<file path="config.mk">
export PLATFORM = sky130hd
export DESIGN_NAME = debounce_pulse
export DESIGN_NICKNAME = d
export VERILOG_FILES = /design/src/rtl/debounce_pulse.sv
export SDC_FILE = /design/constraint.sdc
export NUM_CORES = 1
export LEC_CHECK = 0
export ABC_AREA = 1
export BUFFER_PORTS_ARGS = -buffer_cell sky130_fd_sc_hd__buf_2
export CAP_MARGIN = 5
export CORE_MARGIN = 4
export CORE_UTILIZATION = 45
export CTS_CLUSTER_SIZE = 20
export DETAILED_ROUTE_END_ITERATION = 8
export GPL_TIMING_DRIVEN = 0
export PLACE_DENSITY = 0.67
export SLEW_MARGIN = 20
export SYNTH_ARGS = -nofsm -noshare
export SYNTH_HDL_FRONTEND = slang
export SYNTH_SLANG_ARGS = --single-unit
</file>
<file path="constraint.sdc">
create_clock -name cclk -period 1.65 [get_ports cclk]
set_clock_uncertainty 0.05 [all_clocks]
set_input_delay 0.4125 -clock cclk [delete_from_list [all_inputs] [get_ports cclk]]
set_output_delay 0.4125 -clock cclk [all_outputs]
set_load 0.05 [all_outputs]
</file>
<file path="src/rtl/debounce_pulse.sv">
`default_nettype none
// ============================================================================
// Module   : debounce_pulse
// Purpose  : N-channel input conditioner: synchroniser, tick-gated debounce,
//            rise/fall pulses and optional auto-repeat press strobe.
// Revision : 1.0 - initial parametrised release
// ============================================================================
module debounce_pulse #(
    parameter int N       = 4,
    parameter int SYNC    = 2,
    parameter int STABLE  = 3,
    parameter int RPT_DLY = 0,
    parameter int RPT_PER = 4
) (
    input  logic         cclk,
    input  logic         clr,
    input  logic         tick,
    input  logic [N-1:0] inp,
    output logic [N-1:0] level,
    output logic [N-1:0] rise,
    output logic [N-1:0] fall,
    output logic [N-1:0] press
);

    localparam int             CW         = $clog2(STABLE + 1);
    localparam logic [CW-1:0]  C_CNT_LAST = CW'(STABLE - 1);

    logic [SYNC-1:0] r_sync [N];
    logic [CW-1:0]   r_cnt  [N];
    logic [N-1:0]    r_level;
    logic [N-1:0]    r_rise;
    logic [N-1:0]    r_fall;
    logic [N-1:0]    w_s;
    logic [N-1:0]    w_diff;
    logic [N-1:0]    w_acc;

    // w_acc marks the tick on which a channel accepts its new level
    always_comb begin
        w_s    = '0;
        w_diff = '0;
        w_acc  = '0;
        for (int i = 0; i < N; i++) begin
            w_s[i]    = r_sync[i][SYNC-1];
            w_diff[i] = w_s[i] ^ r_level[i];
            w_acc[i]  = tick && w_diff[i] && (r_cnt[i] == C_CNT_LAST);
        end
    end

    always_ff @(posedge cclk) begin
        if (clr) begin
            r_level <= '0;
            r_rise  <= '0;
            r_fall  <= '0;
            for (int i = 0; i < N; i++) begin
                r_sync[i] <= '0;
                r_cnt[i]  <= '0;
            end
        end else begin
            r_rise <= '0;
            r_fall <= '0;
            for (int i = 0; i < N; i++) begin
                r_sync[i] <= {r_sync[i][SYNC-2:0], inp[i]};
                if (tick) begin
                    if (!w_diff[i]) begin
                        r_cnt[i] <= '0;
                    end else if (w_acc[i]) begin
                        r_level[i] <= w_s[i];
                        r_rise[i]  <= w_s[i];
                        r_fall[i]  <= ~w_s[i];
                        r_cnt[i]   <= '0;
                    end else begin
                        r_cnt[i] <= r_cnt[i] + CW'(1);
                    end
                end
            end
        end
    end

    assign level = r_level;
    assign rise  = r_rise;
    assign fall  = r_fall;

    generate
        if (RPT_DLY > 0) begin : g_rpt
            localparam int             RMAX       = (RPT_DLY > RPT_PER) ? RPT_DLY : RPT_PER;
            localparam int             RW         = $clog2(RMAX + 1);
            localparam logic [RW-1:0]  C_DLY_LAST = RW'(RPT_DLY - 1);
            localparam logic [RW-1:0]  C_PER_LAST = RW'(RPT_PER - 1);
            localparam logic [0:0]     C_PH_DLY   = 1'b0;
            localparam logic [0:0]     C_PH_PER   = 1'b1;

            logic [RW-1:0] r_rcnt [N];
            logic [N-1:0]  r_phase;
            logic [N-1:0]  r_press;

            // Reaching the phase's last count fires a press and reloads,
            // so rcnt never holds the terminal value itself.
            always_ff @(posedge cclk) begin
                if (clr) begin
                    r_phase <= '0;
                    r_press <= '0;
                    for (int i = 0; i < N; i++) begin
                        r_rcnt[i] <= '0;
                    end
                end else begin
                    r_press <= '0;
                    for (int i = 0; i < N; i++) begin
                        if (w_acc[i] || !r_level[i]) begin
                            r_rcnt[i]  <= '0;
                            r_phase[i] <= C_PH_DLY;
                            r_press[i] <= w_acc[i] & w_s[i];
                        end else if (tick) begin
                            if (r_rcnt[i] == ((r_phase[i] == C_PH_PER) ? C_PER_LAST : C_DLY_LAST)) begin
                                r_press[i] <= 1'b1;
                                r_rcnt[i]  <= '0;
                                r_phase[i] <= C_PH_PER;
                            end else begin
                                r_rcnt[i] <= r_rcnt[i] + RW'(1);
                            end
                        end
                    end
                end
            end

            assign press = r_press;
        end else begin : g_norpt
            assign press = r_rise;
        end
    endgenerate

endmodule
`default_nettype wire

</file>
==> flow_metrics.tcl <==
set metrics [dict create \
    status "finished clean" \
    rsz0062_at_grt "false" \
    p_per_area_nw_per_um2 831 \
    num_vias 878 \
    path_delay_family "flip-flops" \
    die_x_um 58.6 \
    synth.distinct_cells 15 \
    grt_max_degree 16 \
    maxSlewHeadroom_pct 76.7 \
    irDropWorstVdd_mv 0.502 \
    rows 18 \
    synthTopCellsByCount "nor2_1 (38), inv_1 (29), nand2_1 (26), dfxtp_1 (20), edfxtp_1 (8)" \
    ctsResizeCount 0 \
    htreeDepth 1 \
    grt_pass1_vias 844 \
    synth_area_leaders "dfxtp_1 (35%), edfxtp_1 (21%), nor2_1 (12%)" \
    synth_nets 152 \
    slowest_stage "dfxtp_1" \
    drv_cap 0 \
    hold_path_class "input port to register" \
    design.core.area_um2 2450 \
    synth.yosys.warnings 0 \
    synth_top_area_share_pct 34.7 \
    crit_fanout 5 \
    hold_viol_final 0 \
    cp.arrival_ns 1.06 \
    synth_compound_area_share_pct 2.39 \
    drive_gt1_share_pct 19.3 \
    setup.worst_path.start "level[2]$_SDFFE_PP0P_" \
    rr_worst_depth 5 \
    grt_pass1_wl_um 3320 \
    grt_usage_pct 12.9 \
    ys_seq_area_share_pct 55.6 \
    root_buffer "clkbuf_4" \
    viasPerCell 4.48 \
    rr_endpoint "r_cnt[0][1]$_SDFFCE_PN0P_" \
    fillerInstances 250 \
    cpPeakStageDelay_ns 0.44 \
    wire_per_inst_um 9.87 \
    clk_pin_slew_ns 0.14 \
    postCtsSetupBuffers 0 \
    dr.first_iter.drc_count 21 \
    r2r-start "r_cnt[0][0]$_SDFFCE_PN0P_" \
    ioPinCount 23 \
    fin_tns_setup_ns 0 \
    setup_slack_ns 0.129 \
    gp_congestion 0.724 \
    dp_hpwl_um 1500 \
    endpoint_kind "primary output" \
    netlist_area_um2 1150 \
    r2r_setup_slack_ns 0.52 \
    dp_slack_ns 0.368 \
    worst_pin_slew_ns 0.349 \
    portBuffers 21 \
    cts_buffers 3 \
    critPathLaunchType "register" \
    async_flop_share_pct 0 \
    fmax_mhz 657 \
    synth_area_per_cell_um2 8.17 \
    cts.sinks 28 \
    synth.mux.area_fraction_pct 0 \
    synth_top_area_cell "dfxtp_1" \
    nets 178 \
    synthXorXnorAreaFrac_pct 0 \
    finalCriticalPeriod_ns 1.52 \
    insertion_delay_ns 0.32 \
    path_cells "buf_2" \
    die_h_um 58.6 \
    synth_edf_count 8 \
    min_period_over_period_pct 92.2 \
    finalMaxSlewViolations 0 \
    synth_cells 141 \
    overflow 0 \
    setup_viol 0 \
    postCtsHoldBufs 0 \
    synth_top_family_by_area "simple AND/OR/NAND/NOR gates" \
    synth_adder_area_share_pct 4.34 \
    required_ns 1.19 \
    yosys.area_share.simple_pct 23.9 \
    power.leakage_uw 0.000695 \
    ys.flop_type "dfxtp_1" \
    ys_ff_latch 28 \
    critPathCapture "level[2]" \
    num_antenna_cells 0 \
    cts_tree "built" \
    drt_wl_total_um 1930 \
    syn2layout_area_growth_pct 14.7 \
    worst-path-stages 1 \
    start_util_pct 46.9 \
    firstDrtPassIters 4 \
    cts_max_path_buffers 2 \
    crit_type "register to primary output" \
    die_area_um2 3430 \
    ant_nets 0 \
    antenna_found_initial 0 \
    utilization_pct 53.8 \
    cp_num_buf_inv 1 \
    yosysMostFrequentCell "nor2_1" \
    drc 0 \
]
-- layout by cell type, fill, tap and decap left out --
| master | Yosys | final |
|---|---|---|
| edfxtp_1 | 8 | 8 |
| nor3_1 | 1 | 1 |
| a21oi_1 | 1 | 1 |
| nor2_1 | 38 | 38 |
| nand2_1 | 26 | 26 |
| buf_2 | 1 | 22 |
| ha_1 | 4 | 4 |
| inv_1 | 29 | 29 |
| clkbuf_4 | 0 | 3 |
| nand4_1 | 3 | 3 |
| clkbuf_1 | 0 | 1 |
| buf_4 | 4 | 4 |
| o21a_1 | 3 | 3 |
| inv_2 | 1 | 1 |
| dfxtp_1 | 20 | 20 |
| nand2_4 | 1 | 1 |
| buf_6 | 1 | 1 |
-- per-layer routing --
metal	GRT usage (%)	wire, um	vias to the layer above
met1	13.7	855	398
li1	-	-	462
met5	0	0	-
met2	23.3	956	16
met3	2.63	98	2
met4	7.77	23	0
-- cell families (layout without fill, tap and decap cells) --
group | Yosys count | in the layout
buf+inv | 36 | 61
compound gates | 4 | 4
flops | 28 | 28
fa+ha+maj | 4 | 4
simple gates | 69 | 69
-- stage by stage --
stage	power [uW]	std cells	instance area (um^2)	hold slack (ns)
finish	1100	196	1320	0.229
global route	1160	196	1320	0.213
CTS	1120	196	1320	0.213
detailed placement	831	192	1290	0.349
global placement	826	192	1290	0.341
floorplan	807	141	1150	0.338
-- how the worst min path moves through the flow --
stage,start,to,slack (ns),depth (start not counted)
after floorplan,r_sync[0][0]$_SDFF_PP0_,r_sync[0][1]$_SDFF_PP0_,0.34,2
after global placement,r_sync[0][0]$_SDFF_PP0_,r_sync[0][1]$_SDFF_PP0_,0.34,2
after detailed placement,r_sync[0][0]$_SDFF_PP0_,r_sync[0][1]$_SDFF_PP0_,0.35,2
after CTS,inp[0],r_sync[0][0]$_SDFF_PP0_,0.21,3
after global routing,inp[2],r_sync[2][0]$_SDFF_PP0_,0.21,3
final,inp[0],r_sync[0][0]$_SDFF_PP0_,0.23,3
-- report_power, final --
| part | total [uW] | internal, uW | switching, uW |
|---|---|---|---|
| registers | 737 | 727 | 10.3 |
| clock network | 284 | 94.5 | 189 |
| logic | 77.6 | 27.5 | 50.1 |
-- registers in the layout, summed over array words and instances, names as in the netlist --
register and flops:
fall 4, level 4, press 4, r_cnt 8, r_sync 8
-- cell type report --
class | count | area [um^2] | area share, %
Buffer | 6 | 46.3 | 3.50
Clock buffer | 4 | 26.3 | 1.99
Inverter | 30 | 113 | 8.52
Multi-Input combinational cell | 77 | 353 | 26.7
Sequential cell | 28 | 641 | 48.5
Tap cell | 30 | 37.5 | 2.84
Timing Repair Buffer | 21 | 105 | 7.95
Power figures use the tool's default switching activity.
